File: config.mk
export PLATFORM = sky130hd
export DESIGN_NAME = mul_sequencer_flat
export DESIGN_NICKNAME = d
export VERILOG_FILES = /design/src/rtl/mul_seq_pkg.sv /design/src/rtl/mul_sequencer_if.sv /design/src/rtl/mul_step.sv /design/src/rtl/mul_sequencer.sv /design/src/flat_wrapper.sv
export SDC_FILE = /design/constraint.sdc
export NUM_CORES = 1
export LEC_CHECK = 0
export BUFFER_PORTS_ARGS = -buffer_cell sky130_fd_sc_hd__buf_2
export CORE_ASPECT_RATIO = 2
export CORE_MARGIN = 3
export CORE_UTILIZATION = 58
export CTS_BUF_LIST = sky130_fd_sc_hd__clkbuf_2 sky130_fd_sc_hd__clkbuf_4 sky130_fd_sc_hd__clkbuf_8
export CTS_CLUSTER_SIZE = 14
export DETAILED_ROUTE_END_ITERATION = 10
export HOLD_SLACK_MARGIN = 0.02
export PLACE_DENSITY = 0.82
export SLEW_MARGIN = 30
export SYNTH_ARGS = -nofsm -noshare
export SYNTH_HDL_FRONTEND = slang
export SYNTH_SLANG_ARGS = --single-unit
File: constraint.sdc
create_clock -name clk -period 6.65 [get_ports clk]
set_input_delay 1.6625 -clock clk [delete_from_list [all_inputs] [get_ports clk]]
set_output_delay 1.6625 -clock clk [all_outputs]
set_load 0.01 [all_outputs]
File: src/rtl/mul_seq_pkg.sv
// Shared types and constants for the shift-add multiply sequencer.
// Contents:
//   mul_state_t - sequencer FSM states
//   MUL_N/CNT_W - default datapath width and matching iteration-counter width
//   FLAG_*      - NZCV bit positions, shared with the ALU flag logic
//   make_nzcv   - packs four flag bits into NZCV order
package mul_seq_pkg;

  typedef enum logic [1:0] {
    IDLE = 2'd0,
    RUN  = 2'd1,
    DONE = 2'd2
  } mul_state_t;

  localparam int MUL_N = 32;
  localparam int CNT_W = $clog2(MUL_N) + 1;

  localparam int FLAG_N = 3;
  localparam int FLAG_Z = 2;
  localparam int FLAG_C = 1;
  localparam int FLAG_V = 0;

  function automatic logic [3:0] make_nzcv(input logic n, input logic z,
                                           input logic c, input logic v);
    logic [3:0] f;
    f         = 4'b0000;
    f[FLAG_N] = n;
    f[FLAG_Z] = z;
    f[FLAG_C] = c;
    f[FLAG_V] = v;
    return f;
  endfunction

endpackage

File: src/rtl/mul_sequencer_if.sv
// Request/response bundle between the main decoder/FSM and mul_sequencer.
// master: decoder side (drives start and operands, observes status/result).
// slave : sequencer side.
interface mul_sequencer_if #(parameter int N = 32);
  logic         start;
  logic         is_mla;
  logic         set_flags;
  logic [N-1:0] op_a;
  logic [N-1:0] op_b;
  logic [N-1:0] op_acc;
  logic [3:0]   flags_in;
  logic         busy;
  logic         done;
  logic [N-1:0] result;
  logic [3:0]   flags_out;
  logic         flags_we;

  modport master (
    output start, is_mla, set_flags, op_a, op_b, op_acc, flags_in,
    input  busy, done, result, flags_out, flags_we
  );

  modport slave (
    input  start, is_mla, set_flags, op_a, op_b, op_acc, flags_in,
    output busy, done, result, flags_out, flags_we
  );
endinterface

File: src/rtl/mul_step.sv
// One shift-add multiply iteration (purely combinational).
// Inputs : acc, mcand, mplier - current partial sum, shifted multiplicand,
//          remaining multiplier.
// Outputs: acc_next, mcand_next, mplier_next - values after this iteration;
//          mplier_zero - the remaining multiplier after this step is zero.
module mul_step #(
  parameter int N = 32
) (
  input  logic [N-1:0] acc,
  input  logic [N-1:0] mcand,
  input  logic [N-1:0] mplier,
  output logic [N-1:0] acc_next,
  output logic [N-1:0] mcand_next,
  output logic [N-1:0] mplier_next,
  output logic         mplier_zero
);

  // Conditional add of the multiplicand, carry out of bit N-1 discarded.
  always_comb begin
    if (mplier[0]) begin
      acc_next = acc + mcand;
    end else begin
      acc_next = acc;
    end
    mcand_next  = mcand << 1;
    mplier_next = mplier >> 1;
    mplier_zero = (mplier_next == {N{1'b0}});
  end

endmodule

File: src/rtl/mul_sequencer.sv
// Multi-cycle shift-add sequencer for MUL/MULS/MLA/MLAS.
// Ports:
//   clk   - system clock, rising edge
//   reset - asynchronous active-high reset; aborts any operation in flight
//   bus   - mul_sequencer_if slave: start/operands/flags_in in,
//           busy/done/result/flags_out/flags_we out (all outputs registered)
// One multiplier bit is consumed per RUN cycle; DONE lasts one cycle and
// publishes the low N bits of op_a*op_b (+op_acc) and the NZCV update.
module mul_sequencer
  import mul_seq_pkg::*;
#(
  parameter int N         = MUL_N,
  parameter bit EARLY_OUT = 1'b0
) (
  input logic            clk,
  input logic            reset,
  mul_sequencer_if.slave bus
);

  localparam int CNT_WIDTH = $clog2(N) + 1;

  mul_state_t             state_r, state_next_s;
  logic [N-1:0]           acc_r, mcand_r, mplier_r;
  logic [N-1:0]           acc_nx_s, mcand_nx_s, mplier_nx_s;
  logic                   mplier_zero_s;
  logic [CNT_WIDTH-1:0]   count_r;
  logic                   set_flags_r;
  logic [1:0]             cv_r;
  logic                   load_s, step_s, finish_s, last_s;
  logic [3:0]             flags_nx_s;
  logic                   busy_r, done_r, flags_we_r;
  logic [N-1:0]           result_r;
  logic [3:0]             flags_out_r;

  mul_step #(.N(N)) u_step (
    .acc         (acc_r),
    .mcand       (mcand_r),
    .mplier      (mplier_r),
    .acc_next    (acc_nx_s),
    .mcand_next  (mcand_nx_s),
    .mplier_next (mplier_nx_s),
    .mplier_zero (mplier_zero_s)
  );

  // Last RUN cycle: N iterations done, or (early-out) nothing left to add.
  always_comb begin
    last_s = (count_r == CNT_WIDTH'(N - 1)) ||
             ((EARLY_OUT == 1'b1) && mplier_zero_s);
    flags_nx_s = make_nzcv(acc_nx_s[N-1], (acc_nx_s == {N{1'b0}}),
                           cv_r[1], cv_r[0]);
  end

  // FSM state register.
  always_ff @(posedge clk or posedge reset) begin
    if (reset) begin
      state_r <= IDLE;
    end else begin
      state_r <= state_next_s;
    end
  end

  // FSM next-state and datapath control strobes.
  always_comb begin
    state_next_s = state_r;
    load_s       = 1'b0;
    step_s       = 1'b0;
    finish_s     = 1'b0;
    case (state_r)
      IDLE: begin
        if (bus.start) begin
          state_next_s = RUN;
          load_s       = 1'b1;
        end else begin
          state_next_s = IDLE;
        end
      end
      RUN: begin
        step_s = 1'b1;
        if (last_s) begin
          state_next_s = DONE;
          finish_s     = 1'b1;
        end else begin
          state_next_s = RUN;
        end
      end
      DONE: begin
        // A start seen here is dropped; the requester retries in IDLE.
        state_next_s = IDLE;
      end
      default: begin
        state_next_s = IDLE;
      end
    endcase
  end

  // Operand capture and iteration registers.
  always_ff @(posedge clk or posedge reset) begin
    if (reset) begin
      acc_r       <= {N{1'b0}};
      mcand_r     <= {N{1'b0}};
      mplier_r    <= {N{1'b0}};
      count_r     <= {CNT_WIDTH{1'b0}};
      set_flags_r <= 1'b0;
      cv_r        <= 2'b00;
    end else if (load_s) begin
      acc_r       <= bus.is_mla ? bus.op_acc : {N{1'b0}};
      mcand_r     <= bus.op_a;
      mplier_r    <= bus.op_b;
      count_r     <= {CNT_WIDTH{1'b0}};
      set_flags_r <= bus.set_flags;
      cv_r        <= {bus.flags_in[FLAG_C], bus.flags_in[FLAG_V]};
    end else if (step_s) begin
      acc_r       <= acc_nx_s;
      mcand_r     <= mcand_nx_s;
      mplier_r    <= mplier_nx_s;
      count_r     <= count_r + CNT_WIDTH'(1);
    end
  end

  // Registered outputs; result/flags_out load only when entering DONE.
  always_ff @(posedge clk or posedge reset) begin
    if (reset) begin
      busy_r      <= 1'b0;
      done_r      <= 1'b0;
      flags_we_r  <= 1'b0;
      result_r    <= {N{1'b0}};
      flags_out_r <= 4'b0000;
    end else begin
      busy_r     <= (state_next_s != IDLE);
      done_r     <= finish_s;
      flags_we_r <= finish_s & set_flags_r;
      if (finish_s) begin
        result_r    <= acc_nx_s;
        flags_out_r <= flags_nx_s;
      end
    end
  end

  assign bus.busy      = busy_r;
  assign bus.done      = done_r;
  assign bus.flags_we  = flags_we_r;
  assign bus.result    = result_r;
  assign bus.flags_out = flags_out_r;

endmodule

File: src/flat_wrapper.sv
// flat-port wrapper written by rule: the top's interface ports become plain ports
module mul_sequencer_flat import mul_seq_pkg::*;
#(
  parameter int N         = MUL_N,
  parameter bit EARLY_OUT = 1'b0
)
  (clk, reset, bus_start, bus_is_mla, bus_set_flags, bus_op_a, bus_op_b, bus_op_acc, bus_flags_in, bus_busy, bus_done, bus_result, bus_flags_out, bus_flags_we);
  mul_sequencer_if #(.N(N)) bus_i ();
  input logic clk;
  input logic reset;
  input wire logic [$bits(bus_i.start)-1:0] bus_start;
  input wire logic [$bits(bus_i.is_mla)-1:0] bus_is_mla;
  input wire logic [$bits(bus_i.set_flags)-1:0] bus_set_flags;
  input wire logic [$bits(bus_i.op_a)-1:0] bus_op_a;
  input wire logic [$bits(bus_i.op_b)-1:0] bus_op_b;
  input wire logic [$bits(bus_i.op_acc)-1:0] bus_op_acc;
  input wire logic [$bits(bus_i.flags_in)-1:0] bus_flags_in;
  output wire logic [$bits(bus_i.busy)-1:0] bus_busy;
  output wire logic [$bits(bus_i.done)-1:0] bus_done;
  output wire logic [$bits(bus_i.result)-1:0] bus_result;
  output wire logic [$bits(bus_i.flags_out)-1:0] bus_flags_out;
  output wire logic [$bits(bus_i.flags_we)-1:0] bus_flags_we;
  assign bus_i.start = bus_start;
  assign bus_i.is_mla = bus_is_mla;
  assign bus_i.set_flags = bus_set_flags;
  assign bus_i.op_a = bus_op_a;
  assign bus_i.op_b = bus_op_b;
  assign bus_i.op_acc = bus_op_acc;
  assign bus_i.flags_in = bus_flags_in;
  assign bus_busy = bus_i.busy;
  assign bus_done = bus_i.done;
  assign bus_result = bus_i.result;
  assign bus_flags_out = bus_i.flags_out;
  assign bus_flags_we = bus_i.flags_we;
  mul_sequencer #(.N(N), .EARLY_OUT(EARLY_OUT)) u_core (.clk(clk), .reset(reset), .bus(bus_i));
endmodule
### Word level (Yosys, flattened, before mapping)

Cells that the tools add are included.

* bits of input ports: 105
* output and inout port bits: 39
* word-level logic and storage cells: 39
* flip-flop bits (word level): 146

* add/subtract/negate cells: 2
* equal/unequal tests: 2
* reductions and logical operators: 4
* bitwise logic cells: 1
* multiplexer cells: 18

Operators by type and width (count)
* 32-bit two-way mux: 8
* 32-bit adder: 1
* 32-bit logical NOT: 1
* 6-bit two-way mux: 2
* 6-bit by 1-bit adder with 6-bit output, second input constant: 1
* 6-bit by 5-bit equality test with 1-bit output, second input constant: 1
* 1-bit two-way mux: 6
* 2-bit case mux with 2 select lines: 1
* 2-bit nonzero test: 2
* 2-bit by 1-bit equality test with 1-bit output, second input constant: 1
* 2-bit logical NOT: 1
* 2-bit two-way mux: 1
* 1-bit bitwise AND: 1

### Logic depth before layout (Yosys ltp)

Gate-level depths: netlist of run 1.

* word-level depth: 4
* mapped depth: 12
* gate-level depth less buffers: 12

### Cells and area by module

Synthesis of run 1 repeated with hierarchy kept, for this count alone.

* cell total of the unflattened synthesis: 960
* area, all modules: 8899.8 um^2

By module, submodules not included
* mul_sequencer: area an instance 6089.6 um^2, instances 1, cells each 563, seq. area each 3628.5 um^2
* mul_step: area an instance 2810.2 um^2, instances 1, cells each 397, seq. area each 0.0 um^2

### Least setup slack after synthesis of run 1

Ideal clock, no wire load.

* path type: input to register
* start point: in bus_start
* end point: reg u_core.acc_r[22]
* slack: 3.297 ns
* library setup time: 0.082 ns
* data required time: 6.568 ns
* stages on the path: 8
* arrival time: 3.271 ns
* buffers on the path: 4
* cell sequence: clkbuf_1 nor2b_1 clkbuf_1 nor2b_1 buf_2 buf_1 nand3_1 a31oi_1

* cells in the longest elaborated chain, start to end: 3
* elaborated cells between the ends (all ways): 4
* classes of those cells: 3 x mux; 1 x reduce/logical

Ends and longest elaborated chain
* start: declaration: line flat_wrapper.sv:11 `input wire logic [$bits(bus_i.start)-1:0] bus_start;`
* 1-bit two-way mux (*): line mul_sequencer.sv:70 `if (bus.start) begin`
* 1-bit two-way mux (*): line mul_sequencer.sv:68 `case (state_r)`
* 32-bit two-way mux or 2-bit nonzero test (tied branches)
* end signal: assignment: line mul_sequencer.sv:99 `acc_r <= {N{1'b0}};`
* end signal: assignment: line mul_sequencer.sv:106 `acc_r <= bus.is_mla ? bus.op_acc : {N{1'b0}};`
* end signal: assignment: line mul_sequencer.sv:113 `acc_r <= acc_nx_s;`
* end: declaration: line mul_sequencer.sv:23 `logic [N-1:0] acc_r, mcand_r, mplier_r;`

Mark *: on every way between the ends. The rest lies on a longest branch, timed or not.
A chain may end at the register's enable or synchronous reset.

### Worst setup path in the final report of run 1

* start point: reg u_core.mcand_r[0]
* end point: reg u_core.flags_out_r[2], in the netlist u_core.bus.flags_out[2]

* cells in the longest elaborated chain, start to end: 3

Ends and longest elaborated chain
* start: declaration: line mul_sequencer.sv:23
* start signal: assignment: line mul_sequencer.sv:100 `mcand_r <= {N{1'b0}};`
* start signal: assignment: line mul_sequencer.sv:107 `mcand_r <= bus.op_a;`
* start signal: assignment: line mul_sequencer.sv:114 `mcand_r <= mcand_nx_s;`
* 32-bit adder: line mul_step.sv:21 `acc_next = acc + mcand;`
* 32-bit two-way mux: line mul_step.sv:20 `if (mplier[0]) begin`
* 32-bit logical NOT: line mul_sequencer.sv:49 `flags_nx_s = make_nzcv(acc_nx_s[N-1], (acc_nx_s == {N{1'b0}}),`
* end signal: assignment: line mul_sequencer.sv:134 `flags_out_r <= flags_nx_s;`
* end: declaration: line mul_sequencer.sv:33 `logic [3:0] flags_out_r;`

Every way passes these cells.

==> results of run 1 <==
## logic make-up after synthesis
family | Yosys count
fa+ha+maj | 33
simple gates | 346
mux | 18
compound gates | 374
xor+xnor | 17
buf+inv | 94
flops | 145
## final cells by class
cell class	instances	share of cell area
Tap cell	195	0.0241
Sequential cell	145	0.360
Clock buffer	19	0.0253
Timing Repair Buffer	154	0.0795
Inverter	16	0.00669
Clock inverter	13	0.0207
Multi-Input combinational cell	788	0.484
## path summary, 6_finish.rpt
check / to / slack (ns) / cells past startpoint
worst max-delay path: u_core.bus.flags_out[2] / 2.56 / 12
worst min-delay path: u_core.set_flags_r / 0.47 / 2
worst max register to register: u_core.bus.flags_out[2] / 2.56 / 12
worst min register to register: u_core.set_flags_r / 0.47 / 2
max in group asynchronous: u_core.state_r[1] / 4.28 / 3
min in group asynchronous: u_core.bus.flags_out[1] / 1.33 / 2
## worst reg2reg max path: cells and delay by family (launching register included)
family | cells | cell delay [ns]
fa+ha+maj | 2 | 0.67
xor+xnor | 1 | 0.20
flops | 1 | 0.42
compound gates | 3 | 1.05
mux | 1 | 0.28
simple gates | 5 | 1.41
## sequential cells by signal, indices dropped and copies added (netlist names)
| signal | cells |
|---|---|
| u_core.acc_r | 32 |
| u_core.bus.busy | 1 |
| u_core.bus.done | 1 |
| u_core.bus.flags_out | 4 |
| u_core.bus.flags_we | 1 |
| u_core.bus.result | 31 |
| u_core.count_r | 6 |
| u_core.cv_r | 2 |
| u_core.mcand_r | 32 |
| u_core.mplier_r | 32 |
| u_core.set_flags_r | 1 |
| u_core.state_r | 2 |
## power breakdown
group	switching, mW	internal, mW	total (mW)
Sequential	0.322	1.26	1.58
Clock	0.358	0.461	0.819
Combinational	1.61	1.14	2.74
Total	2.29	2.85	5.14
## per-stage QoR
stage | setup slack (ns) | hold slack (ns) | util
floorplan | 1.09 | 0.437 | -
global placement | 2.47 | 0.449 | 0.647
detailed placement | 2.45 | 0.454 | 0.647
CTS | 2.60 | 0.474 | 0.678
global route | 2.34 | 0.501 | 0.678
finish | 2.56 | 0.470 | 0.678
## per-layer routing
layer  up-vias  track usage  share of wire
met5         -            0              0
met3        53       0.0525          0.056
met4         0        0.109          0.025
met2       287        0.508           0.53
met1      4016        0.346           0.39
li1       3941            -              -
## cells in the final DEF (no fill, tap or decap), types with 22 or more instances in the layout
cell type | synthesis | layout
nor2b_1 | 32 | 29
dfrtp_1 | 145 | 142
buf_2 | 10 | 141
a21oi_1 | 110 | 110
ha_1 | 32 | 32
and3b_1 | 36 | 36
o21ai_0 | 124 | 124
nor2_1 | 49 | 49
a31oi_1 | 22 | 22
a22oi_1 | 26 | 26
nand2_1 | 134 | 133
==> flow_metrics.env, run 1 <==
export IMPL_final_nets=1260
export IMPL_via_per_inst=6.24
export IMPL_crit_fanout=5
export IMPL_ios=144
export IMPL_fin_skew_ns=0.0114
export IMPL_slew_viol_final=0
export IMPL_min_path_type="register to register"
export IMPL_crit_buf_inv=0
export IMPL_power_density_nw_per_um2=509
export IMPL_num_fill_cells=1246
export IMPL_yosys_most_used_dff="dfrtp_1"
export IMPL_synthMuxAreaShare=0.0210
export IMPL_max_cap_viol_count=0
export IMPL_num_antenna_cells=0
export IMPL_worstPathRequired_ns=7.06
export IMPL_rsz0062_at_grt="no"
export IMPL_fin_crit_sh=0.616
export IMPL_dp_cells=1298
export IMPL_die_width_um=93.5
export IMPL_min_period_ns=4.09
export IMPL_reg2reg_from="u_core.mcand_r[0]"
export IMPL_h_tree_depth=4
export IMPL_cts_sinks=145
export IMPL_ys_types=77
export IMPL_cts_tree="done"
export IMPL_crit_slowest_cell="a221oi_2"
export IMPL_cts_path_max_buffers=2
export IMPL_min_from="u_core.set_flags_r"
export IMPL_crit_chain="ha_1 -> fa_1 -> a21o_1 -> a221oi_2 -> o21ai_0 -> xor2_1 -> mux2_2 -> nor4_1 -> nand4_1 -> nor4_1 -> nand4_1 -> nand2_1"
export IMPL_cp_arrival_ns=4.50
export IMPL_critPathKind="register to register"
export IMPL_fin_area_um2=10100
export IMPL_fmax_mhz=244
export IMPL_end_kind="register"
export IMPL_detail_route_wl_per_cell_um=18.0
export IMPL_setup_tns_final_ns=0
export IMPL_synthAdderAreaFrac=0.0474
export IMPL_drive_above_1_share=0.188
export IMPL_cts_resized=0
export IMPL_drt_pass1_iterations=5
export IMPL_regArea_um2=3630
export IMPL_first_iter_violations=507
export IMPL_root_buffer="clkbuf_8"
export IMPL_synth_most_common_cell="dfrtp_1"
export IMPL_initial_core_util=0.596
export IMPL_syn_area_um2=8880
export IMPL_yosys_top_cells_count="145 x dfrtp_1, 134 x nand2_1, 124 x o21ai_0"
export IMPL_core_area_um2=14900
export IMPL_synth_xor_area_share=0.0168
export IMPL_critical_path_startpoint="u_core.mcand_r[0]"
export IMPL_clk_pin_slew_ns=0.09
export IMPL_worst_pin_slew_ns=0.737
export IMPL_hold_viol=0
export IMPL_cts_made_buffers=17
export IMPL_netlist_instances=1027
export IMPL_synth_nets=1165
export IMPL_vias=8297
export IMPL_hpwl_mm=16.2
export IMPL_antenna_left=0
export IMPL_p_leak_nw=4.87
export IMPL_setup_viol=0
export IMPL_place_area_um2=9640
export IMPL_wirelength_mm=23.9
export IMPL_area_growth_pct=13.8
export IMPL_synth_compound_area_frac=0.260
export IMPL_antenna_found_initial=0
export IMPL_grt_pass1_vias=8126
export IMPL_yosys_area_top_type="dfrtp_1"
export IMPL_synthArstFlopShare=1.00
export IMPL_crit_path_start_kind="register"
export IMPL_postCtsSetupBuffers=0
export IMPL_hold_buffers=0
export IMPL_ys_warn_count=0
export IMPL_insertion_delay_ns=0.46
export IMPL_multi_input_area_um2=4890
export IMPL_critical_path_max_stage_delay_ns=0.57
export IMPL_grt_ovfl_total=0
export IMPL_yosysSeqAreaShare=0.409
export IMPL_die_y_um=181
export IMPL_synth_top_area_frac=0.409
export IMPL_power_mw=5.14
export IMPL_instances_no_fill=1330
export IMPL_avgSynthCellArea_um2=8.64
export IMPL_ir_drop_mv=0.245
export IMPL_grt_pass1_wl_mm=39.4
export IMPL_synth_simple_area_share=0.204
export IMPL_place_gp_congestion=0.914
export IMPL_rows=63
export IMPL_critical_path_top_delay_family="simple AND/OR/NAND/NOR gates"
export IMPL_port_buffers=141
export IMPL_relSlewSlack=0.509
export IMPL_drc_errors=0
export IMPL_grt_usage=0.290
export IMPL_grt_max_degree=107
export IMPL_yosys_top_cells_area="dfrtp_1 41%, o21ai_0 7.0%, a21oi_1 6.2%"
export IMPL_status="finished, final reports clean"
export IMPL_synth_top_family_by_area="compound AO/OA/AOI/OAI gates"
export IMPL_ys_ff_latch=145
export IMPL_die_area_um2=16900
export IMPL_synth_edf_count=0
Power figures use the tool's default switching activity.
==> inputs of run 2 (changes only) <==
- ABC_AREA: default -> 1
- PLACE_DENSITY: 0.82 -> 0.81
- clock period: 6.65 -> 4 ns (I/O delays scaled with it)
==> run 2 against run 1 <==
Clock power up 45%; largest power group unchanged; critical path depth rose by 3; total power up 17%; synthesized area is 2.5% higher; clock-buffer cell count down 1; first-iteration DRC count down 13%; critical path type unchanged; sequential cell count is the same; utilization is 0.42 points lower; combinational power rose by 5%.
==> flow_metrics.env, run 2 <==
export IMPL_vias=8855
export IMPL_h_tree_depth=4
export IMPL_area_growth_pct=13.9
export IMPL_drc_errors=0
export IMPL_grt_usage=0.318
export IMPL_ios=144
export IMPL_grt_pass1_wl_mm=41.7
export IMPL_seqPwrFrac=0.325
export IMPL_status="finished, final reports clean"
export IMPL_grt_pass1_vias=8782
export IMPL_hpwl_mm=20.3
export IMPL_min_path_type="primary input to async pin"
export IMPL_worst_pin_slew_ns=0.844
export IMPL_synthArstFlopShare=1.00
export IMPL_final_nets=1556
export IMPL_detail_route_wl_per_cell_um=16.3
export IMPL_first_iter_violations=443
export IMPL_fin_crit_sh=0.662
export IMPL_setup_tns_final_ns=0
export IMPL_cts_path_max_buffers=2
export IMPL_max_cap_viol_count=0
export IMPL_place_area_um2=9970
export IMPL_cts_sinks=145
export IMPL_min_period_ns=2.65
export IMPL_drt_pass1_iterations=6
export IMPL_hold_buffers=0
export IMPL_die_y_um=183
export IMPL_place_gp_congestion=1.04
export IMPL_ys_types=34
export IMPL_netlist_instances=1297
export IMPL_multi_input_area_um2=4630
export IMPL_worstPathRequired_ns=4.40
export IMPL_cts_tree="done"
export IMPL_hold_viol=0
export IMPL_final_common_cell="nand2_1"
export IMPL_port_buffers=141
export IMPL_die_area_um2=17300
export IMPL_num_fill_cells=1424
export IMPL_synth_nets=1435
export IMPL_postCtsSetupBuffers=0
export IMPL_initial_core_util=0.592
export IMPL_yosys_most_used_dff="dfrtp_1"
export IMPL_cp_arrival_ns=3.05
export IMPL_num_antenna_cells=0
export IMPL_antenna_found_initial=0
export IMPL_grt_ovfl_total=0
export IMPL_crit_path_start_kind="register"
export IMPL_fin_area_um2=10400
export IMPL_yosys_top_cells_area="dfrtp_1 40%, nand2_1 20%, inv_1 6.9%"
export IMPL_via_per_inst=5.44
export IMPL_ys_ff_latch=145
export IMPL_avgSynthCellArea_um2=7.01
export IMPL_clkPwrFrac=0.197
export IMPL_die_width_um=94.5
export IMPL_p_leak_nw=5.74
export IMPL_clk_pin_slew_ns=0.09
export IMPL_relSlewSlack=0.437
export IMPL_fin_skew_ns=0.0111
export IMPL_top_regs="u_core.acc_r (32), u_core.mcand_r (32), u_core.mplier_r (32)"
export IMPL_wirelength_mm=26.5
export IMPL_regArea_um2=3630
export IMPL_slew_viol_final=0
export IMPL_rows=64
export IMPL_insertion_delay_ns=0.46
export IMPL_core_area_um2=15400
export IMPL_yosys_top_cells_count="477 x nand2_1, 168 x inv_1, 145 x dfrtp_1"
export IMPL_swShare=0.458
export IMPL_critPathKind="register to register"
export IMPL_fmax_mhz=378
export IMPL_drive_above_1_share=0.173
export IMPL_yosys_area_top_type="dfrtp_1"
export IMPL_crit_fanout=4
export IMPL_ir_drop_mv=0.436
export IMPL_cts_made_buffers=17
export IMPL_intPower_mw=3.26
export IMPL_antenna_left=0
export IMPL_ys_warn_count=0
export IMPL_layout_common_cells="477 x nand2_1, 167 x inv_1, 145 x dfrtp_1, 141 x buf_2, 89 x nor2_1"
export IMPL_cts_resized=0
export IMPL_syn_area_um2=9090
export IMPL_synth_most_common_cell="nand2_1"
export IMPL_synth_edf_count=0
export IMPL_power_density_nw_per_um2=581
export IMPL_rsz0062_at_grt="no"
export IMPL_yosysSeqAreaShare=0.399
export IMPL_grt_max_degree=141
export IMPL_end_kind="register"
export IMPL_setup_viol=0
export IMPL_power_frac_comb=0.478
export IMPL_root_buffer="clkbuf_8"
export IMPL_p_switching_mw=2.75
export IMPL_synth_top_area_frac=0.399
run 2: cell types whose count changed after synthesis, sizes merged, moves of 14 or more:
cell | previous run | this run
inv | 14 | 171
o221ai | 2 | 30
nor2 | 49 | 105
clkbuf | 63 | 37
and3b | 36 | 0
nand3 | 17 | 81
a21o | 16 | 0
nor2b | 32 | 0
a21oi | 111 | 49
and3 | 14 | 0
o21ai | 126 | 41
nand2 | 134 | 497
run 2: cell families after synthesis:
family	Yosys count	share of synthesized area
simple gates	709	0.330
buf+inv	223	0.0938
flops	145	0.399
xor+xnor	2	0.00193
compound gates	185	0.129
fa+ha+maj	33	0.0462
run 2: final timing paths:
kind	slack (ns)	startpoint	cells past startpoint	to
max reg2reg	1.35	u_core.mcand_r[0]	15	u_core.bus.flags_out[2]
min in group clk	0.48	u_core.bus.result[21]	2	u_core.bus.result[21]
max in group asynchronous	2.54	reset	3	u_core.acc_r[17]
min reg2reg	0.48	u_core.bus.result[21]	2	u_core.bus.result[21]
min	0.44	reset	2	u_core.bus.busy
max	1.35	u_core.mcand_r[0]	15	u_core.bus.flags_out[2]
run 2: through the flow:
step | worst slack [ns] | instances | util | hold slack, ns | total power [mW]
after global placement | 1.40 | 1597 | 0.648 | 0.452 | 4.76
after detailed placement | 1.40 | 1597 | 0.648 | 0.458 | 4.82
after global routing | 1.14 | 1628 | 0.674 | 0.421 | 6.47
after floorplan | 1.18 | 1297 | - | 0.442 | 3.98
after CTS | 1.38 | 1628 | 0.674 | 0.415 | 6.01
final | 1.35 | 1628 | 0.674 | 0.437 | 6.02
run 2: critical path: stages, from the launching register on:
cell and delay [ns]:
dfrtp_1 0.40, ha_1 0.24, fa_1 0.45, nand3_1 0.13, nand3_2 0.12, nand2_1 0.11
nand2_1 0.10, nand2_1 0.07, nand3_1 0.11, o21ai_0 0.25, nand3_1 0.13, nor2_1 0.12
nand3_1 0.08, nor2_1 0.13, nand3_1 0.08, nand2_1 0.06
run 2: routing by layer:
metal	vias to the layer above	global-route usage	wire, um
met5	-	0	0
met4	0	0.282	2850
met3	121	0.0476	1090
met2	304	0.577	14000
met1	4034	0.295	8580
li1	4396	-	-
run 2: power groups by stage:
| stage | clock network [mW] | logic (mW) | registers, mW |
|---|---|---|---|
| floorplan | 0 | 2.11 | 1.87 |
| global route | 1.27 | 3.23 | 1.97 |
| finish | 1.19 | 2.88 | 1.95 |
| CTS | 1.20 | 2.87 | 1.94 |
| global placement | 0 | 2.79 | 1.97 |
| detailed placement | 0 | 2.85 | 1.97 |
run 2: layout make-up:
type,instances,area share
well taps,198,0.0239
flip-flops and latches,145,0.350
clock inverters,13,0.0150
repair buffers,154,0.0787
inverters,171,0.0623
multi-input cells,929,0.447
clock buffers,18,0.0233
